--- config.mk ---
export PLATFORM = sky130hd
export DESIGN_NAME = audio_parallel_to_serial_i2s_flat
export DESIGN_NICKNAME = d
export VERILOG_FILES = /design/src/rtl/audio_parallel_to_serial_i2s_if.sv /design/src/rtl/audio_parallel_to_serial_i2s.sv /design/src/flat_wrapper.sv
export SDC_FILE = /design/constraint.sdc
export NUM_CORES = 1
export LEC_CHECK = 0
export ABC_AREA = 1
export ABC_CLOCK_PERIOD_IN_PS = 3300
export CAP_MARGIN = 20
export CORE_ASPECT_RATIO = 1.2
export CORE_MARGIN = 2
export CORE_UTILIZATION = 46
export CTS_CLUSTER_SIZE = 24
export DETAILED_ROUTE_END_ITERATION = 7
export MAX_ROUTING_LAYER = met4
export PLACE_DENSITY = 0.93
export SLEW_MARGIN = 20
export SYNTH_ARGS = -nofsm -noshare
export SYNTH_HDL_FRONTEND = slang
export SYNTH_SLANG_ARGS = --single-unit
--- constraint.sdc ---
create_clock -name bck -period 3.3 [get_ports bck]
set_clock_uncertainty 0.2 [all_clocks]
set_input_delay 0.99 -clock bck [delete_from_list [all_inputs] [get_ports bck]]
set_output_delay 0.99 -clock bck [all_outputs]
set_load 0.02 [all_outputs]
--- src/rtl/audio_parallel_to_serial_i2s_if.sv ---
// Bus between an I2S transmitter and the logic around it: frame clock, parallel words,
// serial data and the per-slot debug view.
interface audio_parallel_to_serial_i2s_if #(
  parameter int DATA_WIDTH = 16,
  parameter int CW         = 4
);
  logic                  lrck;
  logic [DATA_WIDTH-1:0] datl;
  logic [DATA_WIDTH-1:0] datr;
  logic                  out;
  logic [CW-1:0]         temp;
  logic                  temp2;

  // There is no valid/ready handshake: lrck/datl/datr are sampled on every rising bck and
  // must be stable around it; out/temp/temp2 are registered and update on rising bck.
  modport master (output lrck, datl, datr, input out, temp, temp2);
  modport slave  (input lrck, datl, datr, output out, temp, temp2);
endinterface

--- src/rtl/audio_parallel_to_serial_i2s.sv ---
// I2S transmitter slaved to external BCK/LRCK: loads the left or right word on each LRCK
// transition and shifts it out MSB first, one bit per rising BCK.
module audio_parallel_to_serial_i2s #(
  parameter int DATA_WIDTH = 16,
  parameter int CW         = $clog2(DATA_WIDTH)
) (
  input  logic                           bck,
  input  logic                           rst_n,
  audio_parallel_to_serial_i2s_if.slave  bus
);

  logic                  lrck_d;
  logic [DATA_WIDTH-1:0] shreg;
  logic                  out_q;
  logic [CW-1:0]         cnt;
  logic                  slot_start;
  logic [DATA_WIDTH-1:0] word;

  always_comb begin
    slot_start = (bus.lrck != lrck_d);
    word       = bus.lrck ? bus.datr : bus.datl;
  end

  always_ff @(posedge bck) begin
    if (!rst_n) begin
      lrck_d <= 1'b0;
      shreg  <= '0;
      out_q  <= 1'b0;
      cnt    <= '0;
    end else begin
      lrck_d <= bus.lrck;
      if (slot_start) begin
        shreg <= word;
        out_q <= word[DATA_WIDTH-1];
        cnt   <= '0;
      end else begin
        // Zero fill means a slot longer than the word keeps driving 0 after the LSB.
        shreg <= {shreg[DATA_WIDTH-2:0], 1'b0};
        out_q <= shreg[DATA_WIDTH-2];
        if (cnt != CW'(DATA_WIDTH - 1)) begin
          cnt <= cnt + 1'b1;
        end
      end
    end
  end

  assign bus.out   = out_q;
  assign bus.temp  = cnt;
  assign bus.temp2 = lrck_d;

endmodule

--- src/flat_wrapper.sv ---
// flat-port wrapper written by rule: the top's interface ports become plain ports
module audio_parallel_to_serial_i2s_flat 
#(
  parameter int DATA_WIDTH = 16,
  parameter int CW         = $clog2(DATA_WIDTH)
)
  (bck, rst_n, bus_lrck, bus_datl, bus_datr, bus_out, bus_temp, bus_temp2);
  audio_parallel_to_serial_i2s_if #(.DATA_WIDTH(DATA_WIDTH), .CW(CW)) bus_i ();
  input  logic bck;
  input  logic rst_n;
  input wire logic [$bits(bus_i.lrck)-1:0] bus_lrck;
  input wire logic [$bits(bus_i.datl)-1:0] bus_datl;
  input wire logic [$bits(bus_i.datr)-1:0] bus_datr;
  output wire logic [$bits(bus_i.out)-1:0] bus_out;
  output wire logic [$bits(bus_i.temp)-1:0] bus_temp;
  output wire logic [$bits(bus_i.temp2)-1:0] bus_temp2;
  assign bus_i.lrck = bus_lrck;
  assign bus_i.datl = bus_datl;
  assign bus_i.datr = bus_datr;
  assign bus_out = bus_i.out;
  assign bus_temp = bus_i.temp;
  assign bus_temp2 = bus_i.temp2;
  audio_parallel_to_serial_i2s #(.DATA_WIDTH(DATA_WIDTH), .CW(CW)) u_core (.bck(bck), .rst_n(rst_n), .bus(bus_i));
endmodule
Word-level counts from Yosys, hierarchy flattened
Index checks and enable logic that the tools add are counted.
- input port bits: 35
- output and inout bits: 6
- bits in latches: 0
- memories kept: 0
- memory bits (writable): 0
- logic and storage cells: 14
- flip-flop bits (word level): 21
- memory bits (read-only): 0
- bitwise gates (word level): 1
- divide/modulo/power cells: 0
- multiply operators: 0
- reduce and logical (&&, ||, !) cells: 2
- $lt $le $gt $ge: 0
- add/sub/neg operators: 1
- shifts and indexed selects: 0
- equal/unequal tests: 2
- muxes and demuxes: 3
- operators by type and width (kind ; number):
    two-way mux 16 bit ; 1
    two-way mux 15 bit ; 1
    adder 4 x 1 -> 4 bit, second input constant ; 1
    != test 4 bit, second input constant ; 1
    AND reduction 2 bit ; 1
    OR reduction 2 bit ; 1
    two-way mux 1 bit ; 1
    != test 1 bit ; 1
    inverter 1 bit ; 1

Logic depth before layout (Yosys ltp)
Gate-level depths: netlist of run 1.
- depth after elaboration: 2
- depth in mapped cells: 6
- gate-level depth less buffers: 5

Worst setup path before layout of run 1
OpenSTA, ideal clock, no wires.
- path type: input -> register
- start point: input port bus_lrck
- end point: register u_core.out_q, in the netlist u_core.bus.out
- path slack: 1.504 ns
- data required time: 2.987 ns
- stages on the path: 6
- setup time: 0.113 ns
- arrival: 1.483 ns
- buffers on the path: 2
- cells stage by stage: buf_6 > nand2_2 > nand2_4 > buf_6 > nand3_1 > nand2_1
- cells in the longest elaborated chain, start to end: 2
- elaborated cells on any way between the ends: 3
- those cells by class: eq/ne (1); mux (2)
- ends and longest elaborated chain (item ; RTL line ; text):
    from (decl) ; flat_wrapper.sv:11 ; input wire logic [$bits(bus_i.lrck)-1:0] bus_lrck;
    two-way mux 16 bit or != test 1 bit (tied branches) ; audio_parallel_to_serial_i2s.sv:21, audio_parallel_to_serial_i2s.sv:20 ;
    two-way mux 1 bit * ; audio_parallel_to_serial_i2s.sv:32 ; if (slot_start) begin
    to (signal assigned) ; audio_parallel_to_serial_i2s.sv:34 ; out_q <= word[DATA_WIDTH-1];
    to (signal assigned) ; audio_parallel_to_serial_i2s.sv:39 ; out_q <= shreg[DATA_WIDTH-2];
    to (decl) ; audio_parallel_to_serial_i2s.sv:14 ; logic out_q;
Every way passes the cells marked *; elsewhere a longest branch is shown, timed or not.
A chain may end at the register's enable or synchronous reset.

Worst setup path after layout of run 1
- start point: register u_core.cnt[0], in the netlist u_core.bus.temp[0]
- end point: output port bus_temp[0]
- RTL lines (item ; RTL line ; text):
    from (decl) ; audio_parallel_to_serial_i2s.sv:15 ; logic [CW-1:0] cnt;
    from (signal assigned) ; audio_parallel_to_serial_i2s.sv:41 ; cnt <= cnt + 1'b1;
    to (decl) ; flat_wrapper.sv:15 ; output wire logic [$bits(bus_i.temp)-1:0] bus_temp;
No word-level cell between the ends.

==> flow_summary.toml, run 1 <==
[worst_setup_path]
worst-path-buf-inv = 1
r2r_cells = 5
max_stage_delay_ps = 650
endpoint_kind = "primary output"
worst-path-max-fanout = 6
arrival_ps = 1420
critPathKind = "register to primary output"
start_kind = "register"
crit_required_ps = 2110
path_cells = "clkdlybuf4s50_1"
cp.depth = 1
slowest_stage = "clkdlybuf4s50_1"
crit_family = "buffers and inverters"

[clock_tree]
cts-buffers-inserted = 3
ctsResizeCount = 0
clkSinkCount = 21
htree_levels = 1
clk_latency_ps = 310
root_buffer = "clkbuf_4"
clkTransAtPathRegs_ps = 120
clock_path_buffers = 2
post_cts_buffers = 0
cts_hold_buffers = 0
cts_tree = "done"

[die]
die_area_sq_mm = 0.00271
start_util = 0.475
core_sq_mm = 0.00223
rows = 19
fp.dieW_um = 47.9
io_pins = 41
die_y_um = 56.6

[timing]
rsz0062_at_grt = "no"
slew_headroom = 0.785
max_freq_mhz = 383
finalWorstPathRequiredPeriod_ps = 2610
drv_slew = 0
setup_violations = 0
hold_ws_ps = 262
tns_ps = 0
hold_violations = 0
timing.final.crit_share = 0.791
worstMarginPinSlew_ps = 323

[yosys]
synth-seq-area-share = 0.396
synth_most_common_cell = "nand2_1"
synthArstFlopShare = 0
synth_top_cell_by_area = "dfxtp_1"
synth_ff_type = "dfxtp_1"
netlist_instances = 157
avgSynthCellArea_sq_um = 6.77
synth_top_area_frac = 0.396
synth_edf_count = 0
synthDistinctLibCells = 17
synthTopCellsByArea = "dfxtp_1 (40%), nand2_1 (26%), nand3_1 (16%)"
ys_ff_latch = 21
synth_fp_nets = 193
yosysWarnings = 0
synthTopCellsByCount = "nand2_1 (74), nand3_1 (33), dfxtp_1 (21)"
syn_area_sq_mm = 0.00106

[finish]
diodes = 0
syn_to_final_growth_pct = 38.4
drive_above_1_share = 0.0619
seqCellArea_sq_um = 420
final_util = 0.658
fin_nets = 231
multi_input_area_sq_um = 546
fillers = 209
stdcell_count = 225

[global_routing]
overflow = 0
grt_max_degree = 35
grt_pass1_vias = 980
antenna_found_initial = 0
grt_usage = 0.220
grt_pass1_wl_mm = 4.15

[detailed_routing]
vias = 1126
wl_per_cell_um = 11.5
firstDrtPassIters = 4
routed_wl_mm = 2.59
drc = 0
ant_nets = 0
drtIter0Drc = 24
viasPerCell = 5.00

[hold_path]
hold_class = "register to register"
holdPathStages = 2

[pwr]
pwr_density_cell_mw_per_mm2 = 347
p_leak_nw = 0.701
p_total_mw = 0.511
ir_worst_vdd_uv = 241

[placed_design]
place_congestion = 0.726
placed_cells = 221
dpl.hpwl_mm = 1.90
port_buffers = 40

[run]
drv_cap = 0

[outcome]
status = "complete, no violations"
## layout make-up
| class | instances | share of cell area |
|---|---|---|
| multi-input cells | 121 | 0.371 |
| flip-flops and latches | 21 | 0.286 |
| well taps | 31 | 0.0264 |
| clock buffers | 3 | 0.0153 |
| clock inverters | 1 | 0.00340 |
| inverters | 6 | 0.0153 |
| repair buffers | 42 | 0.283 |
## state kept, by name, summed over array words and instances (netlist names)
register	cells
u_core.bus.temp	4
u_core.shreg	15
u_core.bus.temp2	1
u_core.bus.out	1
## report_power, final
group	leakage (nW)	switching (mW)	internal (mW)
Sequential	0.172	0.00696	0.268
Combinational	0.511	0.0518	0.0584
Clock	0.0177	0.0802	0.0453
## metal layers
layer / vias up / part of all wire / global-route usage / routed length, um
li1: 569 / - / - / -
met2: 32 / 0.56 / 0.373 / 1460
met1: 521 / 0.37 / 0.241 / 966
met3: 4 / 0.047 / 0.0257 / 121
met5: - / 0 / - / 0
met4: 0 / 0.015 / 0.100 / 40
## cells by family after synthesis
| family | count (synthesis) | share of synthesized area |
|---|---|---|
| XOR/XNOR | 1 | 0.00825 |
| flip-flops | 21 | 0.396 |
| buffers and inverters | 15 | 0.0907 |
| AO/OA/AOI/OAI | 4 | 0.0188 |
| adder cells (fa/ha/maj) | 1 | 0.0118 |
| AND/OR/NAND/NOR | 115 | 0.475 |
## stage by stage
| step | setup slack [ps] | area, sq um |
|---|---|---|
| floorplan | 1500 | 1060 |
| global placement | 863 | 1440 |
| detailed placement | 757 | 1440 |
| CTS | 684 | 1470 |
| global route | 628 | 1470 |
| finish | 691 | 1470 |
## layout by cell type, fill, tap and decap left out, drive strengths merged
cell / netlist / layout
nand2: 78 / 78
clkdlybuf4s50: 0 / 40
nand3: 34 / 34
dfxtp: 21 / 21
inv: 6 / 6
a21oi: 4 / 4
nor2: 3 / 3
clkbuf: 1 / 3
buf: 8 / 2
xnor2: 1 / 1
ha: 1 / 1
clkinv: 0 / 1
## tightest hold or removal path, cell delays in order (launching register included)
cell and delay [ps]:
dfxtp_1 320, nand3_1 70, nand2_1 50
## path summary, 6_finish.rpt
check,startpoint,end,slack [ps]
min reg2reg,u_core.shreg[6],u_core.shreg[7],260
max reg2reg,u_core.bus.temp[0],u_core.bus.temp[1],1900
min,u_core.shreg[6],u_core.shreg[7],260
max,u_core.bus.temp[0],bus_temp[0],690
(Power assumes the default switching activity.)
==> run 2, diff against run 1 <==
Settings changed: ABC_CLOCK_PERIOD_IN_PS 3300 to 2150, CORE_UTILIZATION 46 to 38, PLACE_DENSITY 0.93 to 0.83.
Clock period 3.3 ns to 2.15 ns, I/O delays scaled along.
==> run 2 against run 1 <==
Clock power rose by 52%. Routed wire length fell by 18%. Via count fell by 5.2%. Largest power group unchanged. Highest routed layer unchanged.
==> flow_summary.toml, run 2 (same netlist as run 1, synthesis figures left out) <==
[die]
rows = 21
core_sq_mm = 0.00273
die_y_um = 61.9
start_util = 0.389
io_pins = 41
fp.dieW_um = 52.3
die_area_sq_mm = 0.00324

[worst_setup_path]
slowest_stage = "clkdlybuf4s50_1"
worst-path-max-fanout = 1
r2r_setup_slack_ps = 790
arrival_ps = 1220
cp-startpoint = "u_core.bus.out"
critPathKind = "register to primary output"
path_cells = "clkdlybuf4s50_1"
reg2reg_from = "u_core.bus.temp[0]"
start_kind = "register"
reg2reg_to = "u_core.bus.temp[0]"
endpoint_kind = "primary output"
r2r_cells = 6
crit_family = "buffers and inverters"
max_stage_delay_ps = 590
cp.depth = 1
crit_required_ps = 1300
worst-path-buf-inv = 1
critPathCapture = "bus_out"

[finish]
drive_above_1_share = 0.0761
final_common_cell = "nand2_1"
fin_nets = 234
fillers = 277
final_cell_mix = "nand2_1 (74), clkdlybuf4s50_1 (35), nand3_1 (33)"
syn_to_final_growth_pct = 41.8
multi_input_area_sq_um = 546
diodes = 0
seqCellArea_sq_um = 420
final_util = 0.551
largest_register_ffs = 15
largest-register = "u_core.shreg"

[global_routing]
grt_usage = 0.157
grt_pass1_vias = 947
overflow = 0
grt_max_degree = 21
grt_pass1_wl_mm = 3.75
antenna_found_initial = 0

[pwr]
seq_power_share = 0.536
power_frac_comb = 0.220
pwr_density_cell_mw_per_mm2 = 520
switchingPower_mw = 0.208
ir_worst_vdd_uv = 300
p_clk_frac = 0.244
switching_share = 0.265
p_int_mw = 0.576
p_leak_nw = 0.753

[placed_design]
dpl.hpwl_mm = 1.59
port_buffers = 40
place_congestion = 0.731

[clock_tree]
post_cts_buffers = 0
clkSinkCount = 21
clock_path_buffers = 2
root_buffer = "clkbuf_4"
cts_tree = "done"
clk_latency_ps = 310
cts-buffers-inserted = 3
htree_levels = 1
clkTransAtPathRegs_ps = 120

[detailed_routing]
wl_per_cell_um = 9.22
drtIter0Drc = 15
viasPerCell = 4.62
firstDrtPassIters = 5
vias = 1067
ant_nets = 0
drc = 0
routed_wl_mm = 2.13

[timing]
drv_slew = 0
slew_headroom = 0.846
rsz0062_at_grt = "no"
timing.final.crit_share = 0.960
tns_ps = 0
worstMarginPinSlew_ps = 230
setup_violations = 0
max_freq_mhz = 485
finalWorstPathRequiredPeriod_ps = 2060
hold_violations = 0

[outcome]
status = "complete, no violations"

[hold_path]
hold_class = "register to register"

[run]
drv_cap = 0
[run 2: changes by cell type in the layout (fill, tap and decap cells not counted), sizes merged]
| cell | before | now |
|---|---|---|
| dlymetal6s2s | 0 | 1 |
| clkdlybuf4s50 | 40 | 35 |
| buf | 2 | 5 |
| dlygate4sd2 | 0 | 4 |
[run 2: final cells by class]
class,count,share of cell area
Clock buffer,3,0.0150
Clock inverter,1,0.00332
Inverter,6,0.0150
Multi-Input combinational cell,121,0.362
Sequential cell,21,0.279
Tap cell,34,0.0282
Timing Repair Buffer,45,0.297
[run 2: what timing repair did]
item / 4_1_cts / 5_1_grt
cloned: 0 / 0
resized for setup: 4 / 1
endpoints found under the hold margin: 0 / 0
setup endpoints to repair: 4 / 1
hold buffers: 0 / 0
[run 2: per-stage QoR]
step	hold slack (ps)	area (sq um)	instances	setup slack [ps]	total power [mW]
4_1_cts	252	1500	231	34.4	0.793
6_report	258	1510	231	86.1	0.783
2_1_floorplan	230	1060	157	699	0.522
5_1_grt	284	1510	231	24.5	0.835
3_3_place_gp	237	1480	227	84.8	0.602
3_5_place_dp	241	1480	227	45.6	0.604
[run 2: worst min path at each step]
| stage | end | start | depth (start not counted) | slack (ps) |
|---|---|---|---|---|
| 2_1_floorplan | u_core.shreg[14] | u_core.shreg[13] | 2 | 230 |
| 3_3_place_gp | u_core.shreg[5] | u_core.shreg[4] | 2 | 240 |
| 3_5_place_dp | u_core.shreg[8] | u_core.shreg[7] | 2 | 240 |
| 4_1_cts | u_core.shreg[14] | u_core.shreg[13] | 2 | 250 |
| 5_1_grt | u_core.shreg[14] | u_core.shreg[13] | 2 | 280 |
| 6_report | u_core.shreg[14] | u_core.shreg[13] | 2 | 260 |
[run 2: power by group through the flow]
stage	combinational (mW)	sequential [mW]	clock (mW)
final	0.172	0.420	0.191
after global routing	0.195	0.423	0.217
after CTS	0.175	0.420	0.198
after detailed placement	0.176	0.429	0
after global placement	0.173	0.428	0
after floorplan	0.0889	0.433	0
[run 2: per-layer routing]
layer / GRT usage / routed length (um)
met1: 0.191 / 1010
met3: 0.0144 / 52
met4: 0.0769 / 32
met5: - / 0
met2: 0.262 / 1040
==> run 3, diff against run 2 <==
Settings changed: GPL_TIMING_DRIVEN from default to 0, SKIP_CTS_REPAIR_TIMING from default to 1, SKIP_LAST_GASP from default to 1.
==> run 3 against run 2 <==
Worst hold slack improved by 1.0 ps. Clock power is essentially flat. Critical path depth did not move. Register-to-register slack gained 60 ps. Final area is 1.8% higher. Largest cell class unchanged.
==> flow_summary.toml, run 3 (same netlist as run 1, synthesis figures left out) <==
[worst_setup_path]
slowest_stage = "clkdlybuf4s50_1"
path_cells = "clkdlybuf4s50_1"
r2r_cells = 6
worst-path-max-fanout = 1
max_stage_delay_ps = 590
crit_family = "buffers and inverters"
endpoint_kind = "primary output"
critPathKind = "register to primary output"
reg2reg_from = "u_core.bus.temp2"
crit_required_ps = 1300
reg2reg_to = "u_core.shreg[12]"
r2r_setup_slack_ps = 850
start_kind = "register"
worst-path-buf-inv = 1
arrival_ps = 1210

[timing]
finalWorstPathRequiredPeriod_ps = 2060
hold_ws_ps = 259
fin_ws_ps = 92.6
timing.final.crit_share = 0.957
max_freq_mhz = 486
rsz0062_at_grt = "no"
drv_slew = 0
worstMarginPinSlew_ps = 265
slew_headroom = 0.823
hold_violations = 0
setup_violations = 0

[global_routing]
grt_usage = 0.160
grt_pass1_vias = 964
antenna_found_initial = 0
grt_max_degree = 12
grt_pass1_wl_mm = 3.82
overflow = 0

[run]
drv_cap = 0

[detailed_routing]
vias = 1092
viasPerCell = 4.67
drc = 0
wl_per_cell_um = 9.70
drtIter0Drc = 7
firstDrtPassIters = 4
ant_nets = 0
routed_wl_mm = 2.27

[clock_tree]
cts-buffers-inserted = 3
clock_path_buffers = 2
cts_tree = "done"
root_buffer = "clkbuf_4"
clk_latency_ps = 300
clkTransAtPathRegs_ps = 110
htree_levels = 1
clkSinkCount = 21

[pwr]
pwr_density_cell_mw_per_mm2 = 515
p_leak_nw = 0.813
ir_worst_vdd_uv = 374

[placed_design]
placed_cells = 230
port_buffers = 39
place_congestion = 0.745
dpl.hpwl_mm = 1.74
pre_cts_ws_ps = 85.7

[finish]
diodes = 0
final_common_cell = "nand2_1"
stdcell_count = 234
largest-register = "u_core.shreg"
fillers = 267
drive_above_1_share = 0.0850
fin_nets = 237
syn_to_final_growth_pct = 44.4
final_cell_mix = "nand2_1 (74), clkdlybuf4s50_1 (34), nand3_1 (33)"
largest_register_ffs = 15

[die]
start_util = 0.389
die_y_um = 61.9
fp.dieW_um = 52.3
rows = 21
die_area_sq_mm = 0.00324
io_pins = 41
core_sq_mm = 0.00273

[hold_path]
worstHoldEndpoint = "u_core.shreg[9]"
min_from = "u_core.shreg[8]"
hold_class = "register to register"
holdPathStages = 2

[outcome]
status = "complete, no violations"
==> run 3: cell types whose count changed in the layout (fill, tap and decap cells not counted), sizes merged <==
cell,previous run,this run
dlygate4sd2,4,0
clkbuf,3,5
buf,5,8
dlymetal6s2s,1,5
clkdlybuf4s50,35,34
clkinv,1,0
==> run 3: layout make-up <==
type | count | area, sq um | share of cell area
plain buffers | 9 | 73.8 | 0.0481
clock buffers | 4 | 26.3 | 0.0171
inverters | 6 | 22.5 | 0.0147
multi-input cells | 121 | 546 | 0.356
flip-flops and latches | 21 | 420 | 0.274
well taps | 34 | 42.5 | 0.0277
repair buffers | 39 | 403 | 0.263
==> run 3: how the worst max path moves through the flow <==
stage | startpoint | endpoint | slack [ps] | depth (start not counted)
2_1_floorplan | bus_lrck | u_core.bus.out | 700 | 6
3_3_place_gp | bus_lrck | u_core.shreg[12] | 100 | 7
3_5_place_dp | bus_lrck | u_core.shreg[12] | 90 | 7
4_1_cts | u_core.bus.temp[2] | bus_temp[2] | -70 | 1
5_1_grt | u_core.bus.out | bus_out | 50 | 1
6_report | u_core.bus.out | bus_out | 90 | 1
==> run 3: where the power goes <==
group,switching (mW),leakage [nW],internal (mW)
Combinational,0.0799,0.625,0.0987
Clock,0.117,0.0150,0.0723
Sequential,0.00974,0.172,0.411
==> run 3: stage by stage <==
step	power (mW)	utilization	area, sq um	setup TNS, ps
after floorplan	0.522	-	1060	0
after global placement	0.607	0.547	1500	0
after detailed placement	0.611	0.547	1500	0
after CTS	0.794	0.557	1520	-282
after global routing	0.835	0.561	1530	0
final	0.790	0.561	1530	0
==> run 3: metal layers <==
metal / GRT usage / wire length, um
met1: 0.179 / 990
met2: 0.291 / 1150
met3: 0.0167 / 88
met4: 0.0659 / 40
met5: - / 0
